File: src/rtl/ahb_slave_mux_if.sv
// AHB slave-side bus bundle for the slave multiplexer: address-phase selects
// and transfer type from the decoder/master, per-slave responses, and the
// merged response returned to the master.
interface ahb_slave_mux_if;
  // Address-phase selects from the address decoder
  logic        HSEL_1;
  logic        HSEL_2;
  logic        HSEL_3;
  logic        HSEL_DF;
  // Address-phase transfer type
  logic [1:0]  HTRANS;
  // Per-slave data-phase responses
  logic [31:0] HRDATA_1;
  logic [31:0] HRDATA_2;
  logic [31:0] HRDATA_3;
  logic        HREADYOUT_1;
  logic        HREADYOUT_2;
  logic        HREADYOUT_3;
  logic        HRESP_1;
  logic        HRESP_2;
  logic        HRESP_3;
  // Merged response to the master (also HREADY into every slave)
  logic [31:0] HRDATA;
  logic        HREADY;
  logic        HRESP;

  // View taken by the multiplexer itself
  modport slave (
    input  HSEL_1, HSEL_2, HSEL_3, HSEL_DF, HTRANS,
    input  HRDATA_1, HRDATA_2, HRDATA_3,
    input  HREADYOUT_1, HREADYOUT_2, HREADYOUT_3,
    input  HRESP_1, HRESP_2, HRESP_3,
    output HRDATA, HREADY, HRESP
  );

  // View taken by the surrounding bus (master, decoder and slaves)
  modport master (
    output HSEL_1, HSEL_2, HSEL_3, HSEL_DF, HTRANS,
    output HRDATA_1, HRDATA_2, HRDATA_3,
    output HREADYOUT_1, HREADYOUT_2, HREADYOUT_3,
    output HRESP_1, HRESP_2, HRESP_3,
    input  HRDATA, HREADY, HRESP
  );
endinterface

File: src/rtl/ahb_slave_mux.sv
// AHB slave response multiplexer with a built-in default slave.
// The data-phase owner is captured from the decoder selects whenever the bus
// is ready, and the response path is steered from that registered owner only,
// so no select or transfer-type input reaches the outputs combinationally.
// The default slave answers active transfers with the two-cycle ERROR
// response and idle/busy transfers with a zero-wait OKAY.
module ahb_slave_mux #(
  parameter logic [31:0] DF_RDATA = 32'h0000_0000
) (
  input  logic           HCLK,
  input  logic           HRESETn,
  ahb_slave_mux_if.slave bus
);

  localparam logic [1:0] TRANS_NONSEQ = 2'b10;
  localparam logic [1:0] TRANS_SEQ    = 2'b11;

  typedef enum logic [2:0] {
    SEL_NONE = 3'd0,
    SEL_S1   = 3'd1,
    SEL_S2   = 3'd2,
    SEL_S3   = 3'd3,
    SEL_DF   = 3'd4
  } sel_t;

  typedef enum logic [1:0] {
    DF_IDLE = 2'd0,
    DF_ERR1 = 2'd1,
    DF_ERR2 = 2'd2
  } df_state_t;

  sel_t        r_sel_q;
  sel_t        w_sel_next;
  df_state_t   r_df_state;
  logic        r_df_ready;
  logic        r_df_resp;
  logic        w_trans_active;
  logic        w_df_active;
  logic        w_accept;
  logic        w_hready;
  logic        w_hresp;
  logic [31:0] w_hrdata;

  // Resolve simultaneous selects with fixed priority S1 > S2 > S3 > DF
  always_comb begin
    w_sel_next = SEL_NONE;
    if (bus.HSEL_1) begin
      w_sel_next = SEL_S1;
    end else if (bus.HSEL_2) begin
      w_sel_next = SEL_S2;
    end else if (bus.HSEL_3) begin
      w_sel_next = SEL_S3;
    end else if (bus.HSEL_DF) begin
      w_sel_next = SEL_DF;
    end else begin
      w_sel_next = SEL_NONE;
    end
  end

  // NONSEQ and SEQ carry data; IDLE and BUSY only need an OKAY
  assign w_trans_active = (bus.HTRANS == TRANS_NONSEQ) || (bus.HTRANS == TRANS_SEQ);
  // An address phase is taken only when the current data phase completes
  assign w_accept       = w_hready;
  assign w_df_active    = w_accept && (w_sel_next == SEL_DF) && w_trans_active;

  // Data-phase owner: captured on each completed data phase, held on wait states
  always_ff @(posedge HCLK or negedge HRESETn) begin
    if (!HRESETn) begin
      r_sel_q <= SEL_NONE;
    end else if (w_accept) begin
      r_sel_q <= w_sel_next;
    end else begin
      r_sel_q <= r_sel_q;
    end
  end

  // Default slave FSM: two-cycle ERROR response, ready/resp held in registers
  always_ff @(posedge HCLK or negedge HRESETn) begin
    if (!HRESETn) begin
      r_df_state <= DF_IDLE;
      r_df_ready <= 1'b1;
      r_df_resp  <= 1'b0;
    end else begin
      case (r_df_state)
        DF_IDLE: begin
          if (w_df_active) begin
            r_df_state <= DF_ERR1;
            r_df_ready <= 1'b0;
            r_df_resp  <= 1'b1;
          end else begin
            r_df_state <= DF_IDLE;
            r_df_ready <= 1'b1;
            r_df_resp  <= 1'b0;
          end
        end
        DF_ERR1: begin
          r_df_state <= DF_ERR2;
          r_df_ready <= 1'b1;
          r_df_resp  <= 1'b1;
        end
        DF_ERR2: begin
          // A new active DF transfer accepted here restarts the ERROR pair
          if (w_df_active) begin
            r_df_state <= DF_ERR1;
            r_df_ready <= 1'b0;
            r_df_resp  <= 1'b1;
          end else begin
            r_df_state <= DF_IDLE;
            r_df_ready <= 1'b1;
            r_df_resp  <= 1'b0;
          end
        end
        default: begin
          r_df_state <= DF_IDLE;
          r_df_ready <= 1'b1;
          r_df_resp  <= 1'b0;
        end
      endcase
    end
  end

  // Steer the response from the registered data-phase owner
  always_comb begin
    w_hready = 1'b1;
    w_hresp  = 1'b0;
    w_hrdata = DF_RDATA;
    case (r_sel_q)
      SEL_S1: begin
        w_hready = bus.HREADYOUT_1;
        w_hresp  = bus.HRESP_1;
        w_hrdata = bus.HRDATA_1;
      end
      SEL_S2: begin
        w_hready = bus.HREADYOUT_2;
        w_hresp  = bus.HRESP_2;
        w_hrdata = bus.HRDATA_2;
      end
      SEL_S3: begin
        w_hready = bus.HREADYOUT_3;
        w_hresp  = bus.HRESP_3;
        w_hrdata = bus.HRDATA_3;
      end
      SEL_DF: begin
        w_hready = r_df_ready;
        w_hresp  = r_df_resp;
        w_hrdata = DF_RDATA;
      end
      SEL_NONE: begin
        w_hready = 1'b1;
        w_hresp  = 1'b0;
        w_hrdata = DF_RDATA;
      end
      default: begin
        w_hready = 1'b1;
        w_hresp  = 1'b0;
        w_hrdata = DF_RDATA;
      end
    endcase
  end

  assign bus.HREADY = w_hready;
  assign bus.HRESP  = w_hresp;
  assign bus.HRDATA = w_hrdata;

endmodule

File: src/flat_wrapper.sv
// flat-port wrapper written by rule: the top's interface ports become plain ports
module ahb_slave_mux_flat 
#(
  parameter logic [31:0] DF_RDATA = 32'h0000_0000
)
  (HCLK, HRESETn, bus_HSEL_1, bus_HSEL_2, bus_HSEL_3, bus_HSEL_DF, bus_HTRANS, bus_HRDATA_1, bus_HRDATA_2, bus_HRDATA_3, bus_HREADYOUT_1, bus_HREADYOUT_2, bus_HREADYOUT_3, bus_HRESP_1, bus_HRESP_2, bus_HRESP_3, bus_HRDATA, bus_HREADY, bus_HRESP);
  ahb_slave_mux_if bus_i ();
  input  logic HCLK;
  input  logic HRESETn;
  input wire logic [$bits(bus_i.HSEL_1)-1:0] bus_HSEL_1;
  input wire logic [$bits(bus_i.HSEL_2)-1:0] bus_HSEL_2;
  input wire logic [$bits(bus_i.HSEL_3)-1:0] bus_HSEL_3;
  input wire logic [$bits(bus_i.HSEL_DF)-1:0] bus_HSEL_DF;
  input wire logic [$bits(bus_i.HTRANS)-1:0] bus_HTRANS;
  input wire logic [$bits(bus_i.HRDATA_1)-1:0] bus_HRDATA_1;
  input wire logic [$bits(bus_i.HRDATA_2)-1:0] bus_HRDATA_2;
  input wire logic [$bits(bus_i.HRDATA_3)-1:0] bus_HRDATA_3;
  input wire logic [$bits(bus_i.HREADYOUT_1)-1:0] bus_HREADYOUT_1;
  input wire logic [$bits(bus_i.HREADYOUT_2)-1:0] bus_HREADYOUT_2;
  input wire logic [$bits(bus_i.HREADYOUT_3)-1:0] bus_HREADYOUT_3;
  input wire logic [$bits(bus_i.HRESP_1)-1:0] bus_HRESP_1;
  input wire logic [$bits(bus_i.HRESP_2)-1:0] bus_HRESP_2;
  input wire logic [$bits(bus_i.HRESP_3)-1:0] bus_HRESP_3;
  output wire logic [$bits(bus_i.HRDATA)-1:0] bus_HRDATA;
  output wire logic [$bits(bus_i.HREADY)-1:0] bus_HREADY;
  output wire logic [$bits(bus_i.HRESP)-1:0] bus_HRESP;
  assign bus_i.HSEL_1 = bus_HSEL_1;
  assign bus_i.HSEL_2 = bus_HSEL_2;
  assign bus_i.HSEL_3 = bus_HSEL_3;
  assign bus_i.HSEL_DF = bus_HSEL_DF;
  assign bus_i.HTRANS = bus_HTRANS;
  assign bus_i.HRDATA_1 = bus_HRDATA_1;
  assign bus_i.HRDATA_2 = bus_HRDATA_2;
  assign bus_i.HRDATA_3 = bus_HRDATA_3;
  assign bus_i.HREADYOUT_1 = bus_HREADYOUT_1;
  assign bus_i.HREADYOUT_2 = bus_HREADYOUT_2;
  assign bus_i.HREADYOUT_3 = bus_HREADYOUT_3;
  assign bus_i.HRESP_1 = bus_HRESP_1;
  assign bus_i.HRESP_2 = bus_HRESP_2;
  assign bus_i.HRESP_3 = bus_HRESP_3;
  assign bus_HRDATA = bus_i.HRDATA;
  assign bus_HREADY = bus_i.HREADY;
  assign bus_HRESP = bus_i.HRESP;
  ahb_slave_mux #(.DF_RDATA(DF_RDATA)) u_core (.HCLK(HCLK), .HRESETn(HRESETn), .bus(bus_i));
endmodule
File: config.mk
export PLATFORM = sky130hd
export DESIGN_NAME = ahb_slave_mux_flat
export DESIGN_NICKNAME = d
export VERILOG_FILES = /design/src/rtl/ahb_slave_mux_if.sv /design/src/rtl/ahb_slave_mux.sv /design/src/flat_wrapper.sv
export SDC_FILE = /design/constraint.sdc
export NUM_CORES = 1
export LEC_CHECK = 0
export CAP_MARGIN = 20
export CORE_AREA = 5 5 73 75
export DETAILED_ROUTE_END_ITERATION = 6
export DIE_AREA = 0 0 78 80
export MAX_ROUTING_LAYER = met4
export PLACE_DENSITY_LB_ADDON = 0.25
export SYNTH_ARGS = -nofsm -noshare
export SYNTH_HDL_FRONTEND = slang
export SYNTH_SLANG_ARGS = --single-unit
File: constraint.sdc
create_clock -name HCLK -period 1.7 [get_ports HCLK]
set_input_delay 0.34 -clock HCLK [delete_from_list [all_inputs] [get_ports HCLK]]
set_output_delay 0.34 -clock HCLK [all_outputs]
set_load 0.01 [all_outputs]
==> key figures, run 1 <==
Outcome
  • Status: finished, violations left
  • Failing checks: setup timing

Logic synthesis
  • Syn Area/Cell: around 6.7 sq um
  • Syn nets: around 290
  • Adder-cell area share of the yosys netlist: 0%
  • Synth Instances: 177
  • EDFF count, synth: 0
  • Mapped Area: around 1200 sq um
  • Seq/Total Area, Yosys: 14.9%
  • Largest family of logic cells by synthesized area: multiplexers
  • #FFs+latches synth: 7
  • Xor and xnor area share after synthesis: 0%
  • Post-synthesis compound-gate area fraction: 19.0%
  • Post-synthesis mux area share: 31.4%
  • Library cells used by synthesis: 23
  • Synth Area in Simple Gates: a little over a quarter
  • Yosys warning count: 0
  • Ys flop type: dfrtp_1
  • Ys async rst share: 100%

Layout
  • Diode count: 0
  • Number of fill cells in the layout: 432
  • Area taken by multi-input logic gates: 966 sq um
  • Reg area: 178 sq um
  • Layout area overhead: 147%
  • Share of layout cells above drive strength 1: 24.4%
  • Nets: 447
  • Non-Filler Cell Area, Final: 2920 sq um

Timing
  • Max Slew Vio Count: 0
  • Fin crit period: 1.93 ns
  • Worst setup margin: -0.228 ns
  • RSZ-0062 raised after global routing: yes
  • Final hold vios: 0
  • Final setup fails: 36
  • Ratio of final minimum period to clock period: 113%
  • Worst clock skew: 0.00112 ns
  • Rel. slew slack: 74.0%
  • Worst slew pin tran: 0.385 ns
  • Fmax: 0.519 GHz

Place
  • Placer Congestion: 0.825
  • Final HPWL DP: 4.65 mm
  • Pre-CTS WS: -0.468 ns
  • Placed inst area: 2740 sq um
  • Number of buffers inserted by port buffering: roughly 140

CTS
  • Clock sink count: 7
  • CTS tree: done
  • Reg clk slew, reported paths: about 0.04 ns
  • CTS Root Buffer Type: clkbuf_8
  • CTS buffer count: 3
  • Clk Latency, worst-skew pair: 0.23 ns
  • H-tree Lvls: 1
  • Max Buffers Root-to-Sink: 2

Critical path
  • Setup crit start kind: flip-flop
  • WP data arrival: 1.59 ns
  • CP required: about 1.4 ns
  • Setup crit end kind: primary output
  • Crit-path max FO: 3
  • CP Class: reg -> out
  • Origin of the critical flop-to-flop path: u_core.r_sel_q[1]
  • Crit path from: u_core.r_sel_q[1]

Power and ir drop
  • Power, Total: 3.90 mW
  • Clock power share: roughly 6%
  • VDD IR max: approximately 0.9 mV
  • Pwr/cell area: 1340 nW/um^2
  • Static leakage: 1.33 nW
  • Sw Ratio: between 40% and 50%
  • Psw: 1.68 mW
  • Comb pwr share: 87.9%
  • Flop pwr share: under 10%
  • Internal power: 2.22 mW

Flow run
  • Max Cap Viol: 0

Routing
  • Final wirelength: 6.31 mm
  • Drt via density: 4.70
  • Drt pass-1 iters: 4
  • Routed Antenna Nets: 0
  • Drc violations: 0
  • Detailed router's first-iteration violation count: 55
  • WL/cell: 16.2 um
  • Vias: 1834

Hold path
  • Worst min path class: in -> async

Die
  • I/O pins: 144
  • Die Area: 6240 sq um
  • Die height: 80 um
  • Core Region: 4600 sq um
  • Row count: 25
  • Die X: 78 um
  • Initial Util: 25.7%

GRT
  • Number of global-route vias before repair: approximately 1.7k
  • Initial antenna violation count: 0
  • First-pass GRT wire length: 9.22 mm
  • Largest net degree at the start of global routing: 23
  • GRT Residual Overflow: 0
  • GR Util All Layers: between 10% and 20%
-- synth_stat cells, types with 2 or more instances --
cell type / instances / share of area, %
inv_1: 3 / 0.95
mux2i_1: 34 / 29
buf_2: 6 / 2.5
nor2b_1: 4 / 2.1
clkbuf_1: 7 / 2.2
dfrtp_1: 6 / 13
mux2_4: 2 / 2.5
nor2_1: 67 / 21
a21oi_1: 33 / 14
a22oi_1: 2 / 1.3
-- registers in the layout (all words and copies together) (netlist names) --
| name | cells |
|---|---|
| u_core.r_df_ready | 1 |
| u_core.r_sel_q | 3 |
| u_core.r_df_resp | 1 |
| u_core.r_df_state | 2 |
-- stage by stage --
step                      hold WS, ns  utilization, %  setup TNS, ns  instances
after detailed placement        0.402            59.6         -10.43        375
after CTS                       0.376            62.3          -4.13        388
after global placement          0.394            59.6         -10.02        375
final                           0.375            63.4          -3.95        390
after global routing            0.383            63.4          -6.46        390
after floorplan                0.0444               -              0        177
-- layout make-up --
cell class | count | share of cell area (%)
clock buffer | 4 | 1.54
tap | 54 | 2.32
sequential | 7 | 6.09
multi-input combinational | 152 | 33.1
timing repair buffer | 170 | 56.5
inverter | 3 | 0.386
-- repair_timing --
| action | in CTS | in global routing |
|---|---|---|
| gates cloned | 4 | 0 |
| endpoints found under the setup margin | 34 | 38 |
| hold buffers | 0 | 0 |
| setup buffers | 5 | 2 |
| pin swaps | 6 | 23 |
| gates resized for setup | 160 | 6 |
-- path summary, 6_finish.rpt --
path,to,slack [ns],depth (start not counted)
setup / recovery,bus_HREADY,-0.23,6
hold / removal,u_core.r_df_state[0],0.37,1
setup reg to reg,u_core.r_sel_q[1],-0.05,6
hold reg to reg,u_core.r_df_state[1],0.41,1
max in group asynchronous,u_core.r_df_ready,1.04,1
min in group HCLK,u_core.r_df_state[1],0.41,1
-- logic make-up after synthesis --
group                  Yosys count
muxes                           36
buffers and inverters           18
AOI/OAI and AO/OA               39
DFF                              7
and+or+nand+nor                 77
-- critical path, stage by stage (launching register included) --
cell     delay, ns
dfrtp_2       0.43
buf_6         0.14
nor2b_4       0.13
o21a_1        0.18
o32a_4        0.33
inv_2         0.06
buf_6         0.09
-- cell usage in the layout, fill, tap and decap left out --
cell / n
or2_1: 1
buf_12: 6
nand3b_1: 1
o22ai_1: 1
o32a_4: 1
clkdlybuf4s50_1: 108
buf_6: 6
buf_16: 4
mux2_4: 2
o21a_1: 1
nor2b_4: 3
mux2i_2: 2
buf_8: 1
o21bai_1: 1
a21oi_2: 4
clkbuf_1: 1
a22oi_2: 2
mux2i_1: 32
a21oi_1: 29
dfrtp_1: 5
dfrtp_2: 1
inv_1: 2
clkbuf_8: 3
nor3_1: 1
buf_4: 12
dfstp_2: 1
nand2b_1: 1
nor4b_1: 1
nor2b_1: 2
inv_2: 1
buf_2: 33
nor2_1: 67
-- per-layer routing --
metal  share of wire, %  global-route usage [%]  up-vias
li1                   -                       -      925
met1                 39                    22.9      816
met2                 52                    33.1       91
met3                9.0                    3.95        2
met4               0.19                    2.03        0
met5                  0                       -        -
-- power groups by stage --
stage / clock (mW) / sequential [mW] / combinational, mW
detailed placement: 0 / 0.244 / 3.14
global placement: 0 / 0.243 / 3.11
CTS: 0.242 / 0.239 / 3.34
global route: 0.254 / 0.246 / 3.70
floorplan: 0 / 0.220 / 1.61
finish: 0.232 / 0.241 / 3.43
Power figures use the tool's default switching activity.
==> run 2: changes to the inputs <==
CTS_BUF_LIST = sky130_fd_sc_hd__clkbuf_4 sky130_fd_sc_hd__clkbuf_8   (was unset)
==> run 2 against run 1 <==
The flow still finishes with violations (setup timing). Setup slack is essentially flat. Worst hold slack hardly changed. Combinational power hardly changed. Maximum frequency did not move. Clock skew hardly changed. Register-to-register slack about the same.
==> key figures, run 2 (synthesized netlist as in run 1, its figures left out) <==
Layout
  • Share of layout cells above drive strength 1: 24.7% (was 24.4%)
  • Largest register FFs: 3 (unchanged)
  • Number of fill cells in the layout: 433 (was 432)
  • Nets: 447 (unchanged)
  • Leading cell type in the layout, fill and taps excluded: clkdlybuf4s50_1 (unchanged)
  • Biggest register: u_core.r_sel_q (unchanged)
  • Commonest non-fill, non-tap cells in the layout: 108 x clkdlybuf4s50_1, 67 x nor2_1, 33 x buf_2, 32 x mux2i_1, 29 x a21oi_1 (unchanged)
  • Final Util: 63.5% (was 63.4%)
  • Diode count: 0 (unchanged)
  • Biggest regs: u_core.r_sel_q (3), u_core.r_df_state (2) (unchanged)
  • Layout area overhead: 147% (about the same)

Die
  • Die X: 78 um (unchanged)
  • Initial Util: 25.7% (unchanged)
  • Die height: 80 um (unchanged)
  • Core Region: 4600 sq um (unchanged)
  • Die Area: 6240 sq um (unchanged)
  • I/O pins: 144 (unchanged)
  • Row count: 25 (unchanged)

Timing
  • Max Slew Vio Count: 0 (unchanged)
  • Worst slew pin tran: 0.385 ns (unchanged)
  • Fin crit period: 1.93 ns (about the same)
  • Rel. slew slack: 74.0% (unchanged)
  • Fmax: 0.519 GHz (unchanged)
  • Final setup fails: 36 (unchanged)
  • Final hold vios: 0 (unchanged)
  • Worst clock skew: 0.00118 ns (was 0.00112 ns)
  • Worst setup margin: -0.228 ns (about the same)
  • Ratio of final minimum period to clock period: 113% (about the same)
  • RSZ-0062 raised after global routing: yes (unchanged)

CTS
  • Clk Latency, worst-skew pair: 0.23 ns (about the same)
  • CTS Root Buffer Type: clkbuf_8 (unchanged)
  • CTS Hold Buffers Added: 0 (unchanged)
  • H-tree Lvls: 1 (unchanged)
  • CTS buffer count: 3 (unchanged)
  • CTS tree: done (unchanged)
  • Reg clk slew, reported paths: 0.04 ns (about the same)
  • Max Buffers Root-to-Sink: 2 (unchanged)
  • Clock sink count: 7 (unchanged)

Critical path
  • WP data arrival: 1.59 ns (about the same)
  • CP Class: reg -> out (unchanged)
  • Crit-path max FO: 3 (unchanged)
  • Setup crit end kind: primary output (unchanged)
  • Largest stage delay, worst path: 0.43 ns (about the same)
  • CP Cell Sequence: buf_6, nor2b_4, o21a_1, o32a_4, inv_2, buf_6 (unchanged)
  • Setup crit start kind: flip-flop (unchanged)
  • CP max-delay cell: dfrtp_2 (unchanged)
  • Cell mode on critical path: buf_6 (unchanged)
  • CP required: 1.36 ns (about the same)

GRT
  • First-pass GRT wire length: 9.22 mm (unchanged)
  • GR Util All Layers: 18.8% (unchanged)
  • Number of global-route vias before repair: 1742 (unchanged)
  • Largest net degree at the start of global routing: 23 (unchanged)
  • GRT Residual Overflow: 0 (unchanged)
  • Initial antenna violation count: 0 (unchanged)

Routing
  • Vias: 1834 (unchanged)
  • Drc violations: 0 (unchanged)
  • Routed Antenna Nets: 0 (unchanged)
  • Detailed router's first-iteration violation count: 55 (unchanged)
  • Final wirelength: 6.31 mm (unchanged)
  • WL/cell: 16.2 um (unchanged)
  • Drt pass-1 iters: 4 (unchanged)
  • Drt via density: 4.70 (unchanged)

Place
  • Placer Congestion: 0.825 (unchanged)
  • Number of buffers inserted by port buffering: 142 (unchanged)
  • Pre-CTS WS: -0.468 ns (unchanged)
  • Final HPWL DP: 4.65 mm (unchanged)

Power and ir drop
  • Pwr/cell area: 1340 nW/um^2 (about the same)
  • Power, Total: 3.92 mW (was 3.90 mW)
  • VDD IR max: 0.913 mV (was 0.912 mV)
  • Static leakage: 1.33 nW (about the same)

Flow run
  • Max Cap Viol: 0 (unchanged)

Outcome
  • Failing checks: setup timing (unchanged)
  • Status: finished, violations left (unchanged)

Hold path
  • Worst min path class: in -> async (unchanged)
==> run 2: worst paths after layout <==
kind | from | endpoint | slack (ns) | cells past startpoint
worst max-delay path | u_core.r_sel_q[1] | bus_HREADY | -0.23 | 6
worst max register to register | u_core.r_sel_q[1] | u_core.r_sel_q[1] | -0.05 | 6
max in group asynchronous | HRESETn | u_core.r_df_ready | 1.04 | 1
worst min register to register | u_core.r_df_state[1] | u_core.r_df_state[1] | 0.41 | 1
min in group HCLK | u_core.r_df_state[1] | u_core.r_df_state[1] | 0.41 | 1
worst min-delay path | HRESETn | u_core.r_df_state[0] | 0.37 | 1
==> run 2: stage by stage <==
stage	instance area (sq um)	hold slack [ns]	TNS (ns)	cells
global route	2920	0.383	-6.46	390
global placement	2740	0.394	-10.02	375
CTS	2870	0.376	-4.13	388
detailed placement	2740	0.402	-10.43	375
floorplan	1180	0.0444	0	177
finish	2920	0.375	-3.95	390
==> run 2: layout make-up <==
type	count	area [sq um]	share of cell area, %
clock buffers	4	48.8	1.67
inverters	3	11.3	0.386
multi-input cells	152	966	33.1
flip-flops and latches	7	178	6.08
well taps	54	67.6	2.31
repair buffers	170	1650	56.5
==> run 2: critical path: cells and delay by family, from the launching register on <==
| family | cells | cell delay [ns] |
|---|---|---|
| AO/OA/AOI/OAI | 2 | 0.51 |
| flip-flops | 1 | 0.43 |
| buffers and inverters | 3 | 0.29 |
| AND/OR/NAND/NOR | 1 | 0.13 |
==> run 2: repair_timing <==
item                                    4_1_cts  5_1_grt
gates cloned                                  4        0
gates resized for setup                     160        6
buffers inserted                              5        2
pin swaps                                     6       23
endpoints found under the setup margin       34       38
==> run 2: where the power goes <==
group	leakage (nW)	internal (mW)	switching [mW]
Sequential	0.0880	0.202	0.0398
Clock	0.0262	0.178	0.0700
Combinational	1.22	1.86	1.57
==> run 2: routing by layer <==
layer / global-route usage, % / vias up / wire, um
li1: - / 925 / -
met1: 22.9 / 816 / 2450
met2: 33.1 / 91 / 3280
met3: 3.95 / 2 / 566
met4: 2.03 / 0 / 12
met5: - / - / 0
==> run 3: changes to the inputs <==
CORE_AREA = 5 5 70 72   (was 5 5 73 75)
CTS_BUF_LIST = unset   (was sky130_fd_sc_hd__clkbuf_4 sky130_fd_sc_hd__clkbuf_8)
DIE_AREA = 0 0 75 77   (was 0 0 78 80)
clock period = 2.3 ns   (was 1.7 ns; I/O delays follow)
==> run 3 against run 2 <==
The flow now finishes without violations. Design area shrank 5.6%. Wire length down 15%. Die area is 7.5% lower. Sequential power decreased by 25%. Via count fell by 5.8%. Non-clock buffer count shrank 13.
==> key figures, run 3 (synthesized netlist as in run 1, its figures left out) <==
Outcome
  • Status: finished clean (was finished, violations left)

Routing
  • Detailed router's first-iteration violation count: 74 (was 55)
  • Vias: 1728 (was 1834)
  • Routed Antenna Nets: 0 (unchanged)
  • WL/cell: 14.4 um (was 16.2 um)
  • Drt pass-1 iters: 6 (was 4)
  • Drc violations: 0 (unchanged)
  • Drt via density: 4.61 (was 4.70)
  • Final wirelength: 5.39 mm (was 6.31 mm)

Layout
  • Leading cell type in the layout, fill and taps excluded: clkdlybuf4s50_1 (unchanged)
  • Share of layout cells above drive strength 1: 8.05% (was 24.7%)
  • Biggest register: u_core.r_sel_q (unchanged)
  • Area taken by multi-input logic gates: 921 sq um (was 966 sq um)
  • Non-Filler Cell Area, Final: 2760 sq um (was 2920 sq um)
  • Biggest regs: u_core.r_sel_q (3), u_core.r_df_state (2) (unchanged)
  • Number of fill cells in the layout: 390 (was 433)
  • Diode count: 0 (unchanged)
  • Layout area overhead: 133% (was 147%)
  • Commonest non-fill, non-tap cells in the layout: 109 x clkdlybuf4s50_1, 67 x nor2_1, 34 x mux2i_1, 33 x a21oi_1, 31 x dlygate4sd2_1 (was 108 x clkdlybuf4s50_1, 67 x nor2_1, 33 x buf_2, 32 x mux2i_1, 29 x a21oi_1)
  • Reg area: 178 sq um (unchanged)
  • Nets: 434 (was 447)
  • Largest register FFs: 3 (unchanged)

Die
  • I/O pins: 144 (unchanged)
  • Core Region: 4230 sq um (was 4600 sq um)
  • Die Area: 5780 sq um (was 6240 sq um)
  • Die X: 75 um (was 78 um)
  • Die height: 77 um (was 80 um)
  • Initial Util: 27.9% (was 25.7%)
  • Row count: 24 (was 25)

GRT
  • Largest net degree at the start of global routing: 25 (was 23)
  • Initial antenna violation count: 0 (unchanged)
  • GR Util All Layers: 17.5% (was 18.8%)
  • Number of global-route vias before repair: 1618 (was 1742)
  • GRT Residual Overflow: 0 (unchanged)
  • First-pass GRT wire length: 8.00 mm (was 9.22 mm)

Critical path
  • Crit-path max FO: 4 (was 3)
  • Setup crit end kind: primary output (unchanged)
  • CP Class: reg -> out (unchanged)
  • CP Cell Sequence: buf_12, nor2b_4, a22oi_1, o22ai_1, clkdlybuf4s50_1 (was buf_6, nor2b_4, o21a_1, o32a_4, inv_2, buf_6)
  • Setup crit start kind: flip-flop (unchanged)
  • CP required: 1.84 ns (was 1.36 ns)
  • WP data arrival: 1.71 ns (was 1.59 ns)
  • Largest stage delay, worst path: 0.57 ns (was 0.43 ns)
  • CP max-delay cell: clkdlybuf4s50_1 (was dfrtp_2)
  • Worst R2R Setup Slack: 0.63 ns (was -0.05 ns)

Place
  • Pre-CTS WS: -0.0968 ns (was -0.468 ns)
  • Final HPWL DP: 4.54 mm (was 4.65 mm)
  • Number of buffers inserted by port buffering: 142 (unchanged)
  • Placed inst area: 2720 sq um (was 2740 sq um)
  • Placer Congestion: 0.777 (was 0.825)

Timing
  • Fmax: 0.461 GHz
  • Max Slew Vio Count: 0 (unchanged)
  • Final setup fails: 0 (was 36)
  • Fin crit period: 2.17 ns
  • Rel. slew slack: 70.6% (was 74.0%)
  • RSZ-0062 raised after global routing: no (was yes)
  • Ratio of final minimum period to clock period: 94.2%
  • Worst clock skew: 0.00131 ns (was 0.00118 ns)
  • Worst setup margin: 0.133 ns (was -0.228 ns)
  • Worst slew pin tran: 0.435 ns (was 0.385 ns)
  • Final hold vios: 0 (unchanged)

CTS
  • Max Buffers Root-to-Sink: 2 (unchanged)
  • Clock sink count: 7 (unchanged)
  • Clk Latency, worst-skew pair: 0.22 ns (was 0.23 ns)
  • Reg clk slew, reported paths: 0.04 ns (about the same)
  • CTS tree: done (unchanged)
  • CTS Root Buffer Type: clkbuf_8 (unchanged)
  • CTS buffer count: 3 (unchanged)
  • H-tree Lvls: 1 (unchanged)

Hold path
  • Worst min path class: reg -> reg (was in -> async)

Power and ir drop
  • Static leakage: 1.29 nW (was 1.33 nW)
  • Power, Total: 2.49 mW (was 3.92 mW)
  • Pwr/cell area: 901 nW/um^2 (was 1340 nW/um^2)
  • VDD IR max: 0.651 mV (was 0.913 mV)

Flow run
  • Max Cap Viol: 0 (unchanged)
==> run 3: cell count changes in the layout (fill, tap and decap cells not counted), sizes merged <==
cell,before,now
dlymetal6s2s,0,2
dlygate4sd2,0,31
buf,62,15
clkdlybuf4s50,108,109
==> run 3: power by group <==
part / internal (mW) / switching [mW] / leakage [nW] / total (mW)
clock network: 0.119 / 0.0483 / 0.0228 / 0.168
logic: 1.12 / 1.02 / 1.18 / 2.14
registers: 0.149 / 0.0324 / 0.0880 / 0.181
total: 1.39 / 1.10 / 1.29 / 2.49
==> run 3: worst paths after layout <==
check	start	to	cells after the start
max in group asynchronous	HRESETn	u_core.r_df_ready	1
min in group asynchronous	HRESETn	u_core.r_df_resp	1
worst min register to register	u_core.r_df_state[1]	u_core.r_df_state[1]	1
worst max-delay path	u_core.r_sel_q[1]	bus_HRESP	5
worst min-delay path	u_core.r_df_state[1]	u_core.r_df_state[1]	1
worst max register to register	u_core.r_sel_q[1]	u_core.r_sel_q[1]	5
==> run 3: area by class of cell <==
cell class	count	share of cell area, %
Timing Repair Buffer	157	55.8
Tap cell	52	2.36
Sequential cell	7	6.44
Inverter	3	0.408
Multi-Input combinational cell	152	33.4
Clock buffer	4	1.63
==> run 3: worst max-delay path, delay by kind of cell, from the launching register on <==
family | cells | cell delay (ns)
buf+inv | 2 | 0.70
compound gates | 2 | 0.24
flops | 1 | 0.43
simple gates | 1 | 0.11
==> run 3: metal layers <==
metal  share of wire (%)  vias up  global-route usage [%]
met5                   0        -                       -
met4                 1.1        0                    2.49
met3                  12        4                    3.01
met2                  47      103                    29.7
met1                  40      732                    21.9
li1                    -      889                       -
==> run 3: through the flow <==
stage / hold WS, ns / instances / setup TNS (ns) / util [%]
after global routing: 0.420 / 375 / 0 / 65.1
after detailed placement: 0.396 / 369 / -0.0968 / 64.2
after global placement: 0.393 / 369 / -0.0968 / 64.2
final: 0.401 / 375 / 0 / 65.1
after CTS: 0.401 / 375 / 0 / 65.0
after floorplan: 0.164 / 177 / 0 / -
==> run 3: what timing repair did <==
item / in CTS / in global routing
hold buffers: 0 / 0
resized for setup: 32 / 2
setup endpoints to repair: 23 / 2
buffers inserted: 2 / 0
